<file path="config.mk">
export PLATFORM = sky130hd
export DESIGN_NAME = serial_word_serializer
export DESIGN_NICKNAME = d
export VERILOG_FILES = /design/src/rtl/serial_word_serializer.sv
export SDC_FILE = /design/constraint.sdc
export NUM_CORES = 1
export LEC_CHECK = 0
export BUFFER_PORTS_ARGS = -buffer_cell sky130_fd_sc_hd__buf_2
export CORE_MARGIN = 3
export CORE_UTILIZATION = 25
export CTS_CLUSTER_SIZE = 40
export DETAILED_ROUTE_END_ITERATION = 6
export GPL_ROUTABILITY_DRIVEN = 0
export GPL_TIMING_DRIVEN = 0
export PLACE_DENSITY = 0.5
export RECOVER_POWER = 100
export SETUP_SLACK_MARGIN = 0.2
export SYNTH_ARGS = -nofsm -noshare
export SYNTH_HDL_FRONTEND = slang
export SYNTH_SLANG_ARGS = --single-unit
export TNS_END_PERCENT = 50
</file>
<file path="constraint.sdc">
create_clock -name clk -period 6.92 [get_ports clk]
set_input_delay 0.692 -clock clk [delete_from_list [all_inputs] [get_ports clk]]
set_output_delay 0.692 -clock clk [all_outputs]
set_load 0.005 [all_outputs]
</file>
<file path="src/rtl/serial_word_serializer.sv">
// rtl/serial_word_serializer.sv - MSB-first parallel-to-serial word front end with a one-word holding buffer.
// Words are framed with out_first/out_last so a bit-serial checker can restart its state per word.
module serial_word_serializer #(
  parameter int WIDTH = 8,
  parameter int LEN_W = $clog2(WIDTH + 1)
) (
  input  logic             clk,
  input  logic             reset,
  input  logic             in_valid,
  output logic             in_ready,
  input  logic [WIDTH-1:0] in_data,
  input  logic [LEN_W-1:0] in_len,
  output logic             out_valid,
  input  logic             out_ready,
  output logic             out_bit,
  output logic             out_first,
  output logic             out_last,
  output logic             busy
);

  typedef enum logic [1:0] {IDLE, SHIFT, SHIFT_HELD} state_t;

  localparam logic [LEN_W-1:0] FULL_LEN = LEN_W'(WIDTH);
  localparam logic [LEN_W-1:0] ONE      = LEN_W'(1);

  state_t           state_q, state_d;
  logic [WIDTH-1:0] data_q, data_d;
  logic [LEN_W-1:0] cnt_q, cnt_d;
  logic             bit_q, bit_d;
  logic             first_q, first_d;
  logic             last_q, last_d;
  logic [WIDTH-1:0] hold_data_q, hold_data_d;
  logic [LEN_W-1:0] hold_len_q, hold_len_d;

  logic             hold_full;
  logic             accept;
  logic             free;
  logic             ld_en;
  logic [WIDTH-1:0] ld_data;
  logic [LEN_W-1:0] ld_len;

  function automatic logic [LEN_W-1:0] eff_len(input logic [LEN_W-1:0] len);
    return (len == '0 || len > FULL_LEN) ? FULL_LEN : len;
  endfunction

  function automatic logic pick(input logic [WIDTH-1:0] d, input logic [LEN_W-1:0] idx);
    logic [WIDTH-1:0] s;
    s = d >> idx;
    return s[0];
  endfunction

  assign out_valid = (state_q != IDLE);
  assign hold_full = (state_q == SHIFT_HELD);
  assign in_ready  = !hold_full && !reset;
  assign busy      = out_valid || hold_full;
  assign out_bit   = bit_q;
  assign out_first = first_q;
  assign out_last  = last_q;
  assign accept    = in_valid && in_ready;
  // Shifter can take a new word when empty or when its final bit leaves this cycle.
  assign free      = !out_valid || (out_ready && last_q);

  always_comb begin
    state_d     = state_q;
    data_d      = data_q;
    cnt_d       = cnt_q;
    bit_d       = bit_q;
    first_d     = first_q;
    last_d      = last_q;
    hold_data_d = hold_data_q;
    hold_len_d  = hold_len_q;
    ld_en       = 1'b0;
    ld_data     = hold_data_q;
    ld_len      = hold_len_q;

    if (free) begin
      if (hold_full) begin
        ld_en = 1'b1;
      end else if (accept) begin
        ld_en   = 1'b1;
        ld_data = in_data;
        ld_len  = eff_len(in_len);
      end else begin
        state_d = IDLE;
        bit_d   = 1'b0;
        first_d = 1'b0;
        last_d  = 1'b0;
        cnt_d   = '0;
      end
    end else begin
      if (out_ready) begin
        bit_d   = pick(data_q, cnt_q - ONE);
        cnt_d   = cnt_q - ONE;
        first_d = 1'b0;
        last_d  = (cnt_q == ONE);
      end
      if (accept) begin
        hold_data_d = in_data;
        hold_len_d  = eff_len(in_len);
        state_d     = SHIFT_HELD;
      end
    end

    if (ld_en) begin
      state_d = SHIFT;
      data_d  = ld_data;
      bit_d   = pick(ld_data, ld_len - ONE);
      first_d = 1'b1;
      last_d  = (ld_len == ONE);
      cnt_d   = ld_len - ONE;
    end
  end

  always_ff @(posedge clk) begin
    if (reset) begin
      state_q     <= IDLE;
      data_q      <= '0;
      cnt_q       <= '0;
      bit_q       <= 1'b0;
      first_q     <= 1'b0;
      last_q      <= 1'b0;
      hold_data_q <= '0;
      hold_len_q  <= '0;
    end else begin
      state_q     <= state_d;
      data_q      <= data_d;
      cnt_q       <= cnt_d;
      bit_q       <= bit_d;
      first_q     <= first_d;
      last_q      <= last_d;
      hold_data_q <= hold_data_d;
      hold_len_q  <= hold_len_d;
    end
  end

endmodule

</file>
==> results of run 1 <==
tightest hold or removal path: cells and delay by family, from the launching register on:
family | cells | cell delay (ps)
DFF | 1 | 310
AOI/OAI and AO/OA | 1 | 60
and+or+nand+nor | 1 | 50
how the worst max path moves through the flow:
stage | slack [ps] | endpoint | depth (start not counted)
final | 3000 | out_bit | 11
after global routing | 2640 | out_bit | 11
after detailed placement | 3070 | out_bit | 10
after CTS | 3390 | out_bit | 10
after global placement | 3060 | out_bit | 10
after floorplan | 3720 | out_bit | 9
kinds of logic (layout without fill, tap and decap cells):
logic type | after synthesis | in the layout
and+or+nand+nor | 66 | 66
AOI/OAI and AO/OA | 39 | 39
DFF | 29 | 29
muxes | 27 | 27
buffers and inverters | 16 | 45
adders and majority gates | 6 | 6
xor gates and xnor gates | 3 | 3
final cells by class:
cell class / instances / area [µm²]
Buffer: 10 / 48.8
Clock inverter: 1 / 30.0
Clock buffer: 7 / 86.3
Fill cell: 694 / 4490
Tap cell: 77 / 96.3
Multi-Input combinational cell: 141 / 1040
Sequential cell: 29 / 581
Inverter: 6 / 22.5
Timing Repair Buffer: 21 / 98.8
routing by layer:
layer | track usage (%) | up-vias | share of wire, %
li1 | - | 728 | -
met1 | 16.7 | 643 | 52
met2 | 17.6 | 25 | 44
met3 | 3.26 | 2 | 3.3
met4 | 3.57 | 0 | 0.60
met5 | 0 | - | 0
sequential cells by signal, indices dropped and copies added (netlist names):
name / flops
cnt_q: 4
hold_len_q: 4
hold_data_q: 8
out_last: 1
state_q: 2
data_q: 8
out_first: 1
out_bit: 1
where the power goes:
part	total [mW]	switching, mW	internal (mW)
clock network	0.184	0.0668	0.117
registers	0.185	0.00781	0.178
logic	0.0939	0.0515	0.0424
total	0.463	0.126	0.337
metrics by stage:
step / hold slack, ps / instance area, µm²
finish: 465 / 2010
global route: 484 / 2010
CTS: 469 / 2020
detailed placement: 458 / 1910
global placement: 449 / 1910
floorplan: 453 / 1700
cell usage in the layout (no fill, tap or decap), types with 4 or more instances in the layout:
cell	instances
inv_1	6
clkbuf_8	6
nor2_1	36
nor3_1	5
mux2i_1	20
mux4_2	6
clkbuf_1	14
a21oi_1	7
dfxtp_1	29
buf_2	16
nand2_1	8
nor2b_1	4
a211oi_1	10
ha_1	6
nand2b_1	4
==> flow_metrics.py, run 1 <==
metrics = {
    "synthesis": {
        "yosysMostFrequentCell": "nor2_1",
        "synth_top_family_by_area": "multiplexers",
        "synth_area_um2": 1700,
        "synthCells": 186,
        "synth-edff-count": 0,
        "synth_area_leaders": "dfxtp_1 34%, mux2i_1 12%, nor2_1 7.9%, mux4_2 7.9%, a211oi_1 4.4%",
        "synthAdderAreaFrac_pct": 4.41,
        "async_flop_share_pct": 0,
        "synth_mux_area_share_pct": 20.3,
        "ys_seq_area_share_pct": 34.1,
        "avgSynthCellArea_um2": 9.16,
        "syn_nets": 208,
        "synth_compound_area_share_pct": 17.0,
        "synth_cell_types": 43,
        "synth_top_area_cell": "dfxtp_1",
        "synth_xor_area_share_pct": 1.54,
        "synth_common_cells": "36 x nor2_1, 29 x dfxtp_1, 20 x mux2i_1",
        "synth_seq_cells": 29,
        "yosysWarnings": 0,
        "synth_top_area_share_pct": 34.1,
        "synth_ff_type": "dfxtp_1",
        "yosys.area_share.simple_pct": 18.3,
    },
    "grt": {
        "grt_usage_pct": 11.8,
        "grt_max_degree": 11,
        "grt-ovfl-total": 0,
        "grt_pass1_vias": 1450,
        "grt_pass1_wl_mm": 7.13,
        "antenna_found_initial": 0,
    },
    "final_layout": {
        "areaGrowthSynthToFinish_pct": 17.8,
        "final_cells": 292,
        "fin_nets": 236,
        "diodes": 0,
        "final_core_util_pct": 30.9,
        "final_layout_size_suffix_gt1_share_pct": 16.7,
    },
    "clock_network": {
        "cts_made_buffers": 5,
        "cts_hold_buf": 0,
        "cts_buffer_depth": 2,
        "post_cts_resized": 0,
        "tritoncts": "done",
        "cts_num_sinks": 29,
        "cts_root_buf": "clkbuf_8",
        "clk_latency_ps": 280,
        "path_clk_slew_ps": 70,
        "post_cts_buffers": 0,
        "htree_levels": 2,
    },
    "flow_run": {
        "max-cap-violations": 0,
    },
    "timing": {
        "fin_crit_sh_pct": 56.7,
        "tns_ps": 0,
        "setup_slack_ps": 3000,
        "slew_viol_final": 0,
        "worstMarginPinSlew_ps": 690,
        "relSlewSlack_pct": 54.0,
        "rsz0062_at_grt": "no",
        "fmax_ghz": 0.255,
        "setup_violations": 0,
        "hold_viol": 0,
        "finClkSkew_ps": 2.64,
        "period_needed_ps": 3920,
    },
    "worst_setup_path": {
        "cp_cell_sequence": "clkbuf_1, nor2_1, inv_1, a21oi_1, clkbuf_1, mux2i_1, ha_1, mux4_2, and2_1, a2111oi_0, o31ai_1",
        "worst-r2r-setup-slack_ps": 3000,
        "slowest_stage": "clkbuf_1",
        "critical_path_class": "reg2reg",
        "cp_data_required_time_ps": 7070,
        "timing.rr.start": "state_q[1]",
        "critPathLaunchType": "register",
        "critPathBufInv": 3,
        "crit_start": "state_q[1]",
        "cp_data_arrival_time_ps": 4070,
        "r2r_cells": 11,
        "worstPathMaxFanout": 10,
        "endpoint_kind": "register",
        "critical_path.max_stage_delay_ps": 570,
        "cp_top_family": "buffers and inverters",
        "crit_top_cell": "clkbuf_1",
        "reg2reg_to": "out_bit",
    },
    "floorplan": {
        "die-area_um2": 7840,
        "rows": 29,
        "design.core.area_um2": 6490,
        "die_width_um": 88.6,
        "initial_utilization_pct": 26.2,
        "die_h_um": 88.6,
        "io_pins": 22,
    },
    "routing": {
        "firstDrtPassIters": 5,
        "drc": 0,
        "viasPerCell": 4.79,
        "wl_mm": 4.14,
        "wire_per_inst_um": 14.2,
        "drtIter0Drc": 59,
        "vias": 1398,
        "ant_nets": 0,
    },
    "placement": {
        "place_inst": 284,
        "port_buffers": 21,
        "dpl.hpwl_mm": 3.21,
        "pre_cts_ws_ps": 3070,
    },
    "power_and_ir_drop": {
        "p_leak_nw": 0.848,
        "power.total_uw": 463,
        "powerDensity_nw_per_um2": 231,
        "vdd_drop_max_mv": 0.0986,
    },
    "min_path": {
        "hp-start": "out_first",
        "hold_end": "out_first",
        "holdCritPathClass": "reg2reg",
        "hold_depth": 2,
    },
    "status": {
        "status": "finished, final reports clean",
    },
}
Power figures use the tool's default switching activity.
==> inputs of run 2 (changes only) <==
==> constraint.sdc (replaced) <==
create_clock -name clk -period 4.1 [get_ports clk]
set_input_delay 0.41 -clock clk [delete_from_list [all_inputs] [get_ports clk]]
set_output_delay 0.41 -clock clk [all_outputs]
set_load 0.005 [all_outputs]
==> flow_metrics.py, run 2 (same netlist as run 1, synthesis figures left out) <==
metrics = {
    "placement": {
        "place_inst": 284,
        "pre_cts_ws_ps": 533,
        "dpl.hpwl_mm": 3.21,
        "port_buffers": 21,
    },
    "timing": {
        "finClkSkew_ps": 2.29,
        "fmax_ghz": 0.279,
        "relSlewSlack_pct": 59.6,
        "hold_viol": 0,
        "setup_slack_ps": 519,
        "setup_violations": 0,
        "tns_ps": 0,
        "slew_viol_final": 0,
        "rsz0062_at_grt": "no",
        "worstMarginPinSlew_ps": 607,
        "period_needed_ps": 3580,
        "fin_crit_sh_pct": 87.3,
    },
    "worst_setup_path": {
        "cp_cell_sequence": "buf_2, nor2_1, inv_1, a21oi_1, buf_2, mux2i_1, ha_1, mux4_2, and2_1, a2111oi_0, o31ai_1",
        "worstPathMaxFanout": 10,
        "cp_top_family": "compound AO/OA/AOI/OAI gates",
        "slowest_stage": "mux4_2",
        "cp_data_required_time_ps": 4250,
        "crit_start": "state_q[1]",
        "critPathLaunchType": "register",
        "critPathBufInv": 3,
        "endpoint_kind": "register",
        "timing.rr.start": "state_q[1]",
        "cp_data_arrival_time_ps": 3730,
        "critical_path.max_stage_delay_ps": 550,
        "crit_top_cell": "buf_2",
        "critical_path_class": "reg2reg",
    },
    "final_layout": {
        "final_common_cell": "nor2_1",
        "areaGrowthSynthToFinish_pct": 18.0,
        "ff_latch_area_um2": 581,
        "layout_common_cells": "36 x nor2_1, 29 x dfxtp_1, 20 x mux2i_1",
        "multi_input_area_um2": 1040,
        "final_cells": 292,
        "diodes": 0,
        "fin_nets": 236,
        "reg.largest.list": "data_q: 8 flops, hold_data_q: 8 flops",
        "fillers": 692,
        "final_layout_size_suffix_gt1_share_pct": 18.1,
    },
    "floorplan": {
        "die-area_um2": 7840,
        "design.core.area_um2": 6490,
        "die_width_um": 88.6,
        "io_pins": 22,
        "initial_utilization_pct": 26.2,
        "rows": 29,
        "die_h_um": 88.6,
    },
    "min_path": {
        "holdCritPathClass": "in2reg",
        "hp-start": "in_data[1]",
    },
    "clock_network": {
        "cts_made_buffers": 5,
        "cts_buffer_depth": 2,
        "tritoncts": "done",
        "post_cts_buffers": 0,
        "post_cts_resized": 0,
        "cts_num_sinks": 29,
        "clk_latency_ps": 280,
        "cts_root_buf": "clkbuf_8",
        "cts_hold_buf": 0,
        "htree_levels": 2,
        "path_clk_slew_ps": 70,
    },
    "grt": {
        "grt_pass1_vias": 1450,
        "grt_pass1_wl_mm": 7.13,
        "antenna_found_initial": 0,
        "grt_usage_pct": 11.8,
        "grt_max_degree": 11,
        "grt-ovfl-total": 0,
    },
    "routing": {
        "firstDrtPassIters": 4,
        "top_layer": "met4",
        "wl_met3_um": 154,
        "wire_per_inst_um": 14.2,
        "drt-met1-wl_mm": 2.13,
        "viasPerCell": 4.81,
        "wl_mm": 4.15,
        "vias": 1405,
        "drc": 0,
        "ant_nets": 0,
        "met2WireLength_mm": 1.84,
        "drtIter0Drc": 62,
    },
    "power_and_ir_drop": {
        "vdd_drop_max_mv": 0.166,
        "p_leak_nw": 0.859,
        "powerDensity_nw_per_um2": 389,
    },
    "status": {
        "status": "finished, final reports clean",
    },
    "flow_run": {
        "max-cap-violations": 0,
    },
}
==> run 2: cell count changes in the layout (fill, tap and decap cells not counted) <==
cell	before	now
buf_2	16	19
buf_4	0	1
clkbuf_1	14	11
clkbuf_4	1	0
==> run 2: final timing paths <==
kind,end,slack [ps],depth (start not counted)
worst max register to register,out_bit,520,11
worst max-delay path,out_bit,520,11
worst min register to register,out_first,460,2
worst min-delay path,hold_data_q[1],400,3
==> run 2: area by class of cell <==
cell class                 instances  area share, %
timing repair buffer              21           4.98
multi-input combinational        141           51.9
inverter                           6           1.12
tap                               77           4.79
clock buffer                       7           4.29
buffer                            10           2.55
clock inverter                     1           1.49
sequential                        29           28.9
==> run 2: report_power, final <==
group | leakage, nW | total (mW) | switching, mW | internal [mW]
registers | 0.236 | 0.313 | 0.0132 | 0.300
clock network | 0.0585 | 0.310 | 0.112 | 0.198
logic | 0.564 | 0.159 | 0.0871 | 0.0722
total | 0.859 | 0.782 | 0.213 | 0.570
==> run 2: per-layer routing <==
metal  vias up  track usage, %
li1        728               -
met1       649            16.7
met2        26            17.6
met3         2            3.26
met4         0            3.57
met5         -               0
==> run 2: worst register-to-register path, delay by kind of cell (launching register included) <==
family,cells,cell delay [ps]
AO/OA/AOI/OAI,3,870
multiplexers,2,840
buffers and inverters,3,700
AND/OR/NAND/NOR,2,400
adder cells (fa/ha/maj),1,350
flip-flops,1,300
==> run 2: metrics by stage <==
stage	hold WS (ps)	util, %	cell area [µm²]	power, mW
floorplan	453	-	1700	0.434
global placement	449	29.3	1910	0.481
detailed placement	458	29.3	1910	0.481
CTS	390	31.1	2020	0.795
global route	430	31.0	2010	0.825
finish	404	31.0	2010	0.782
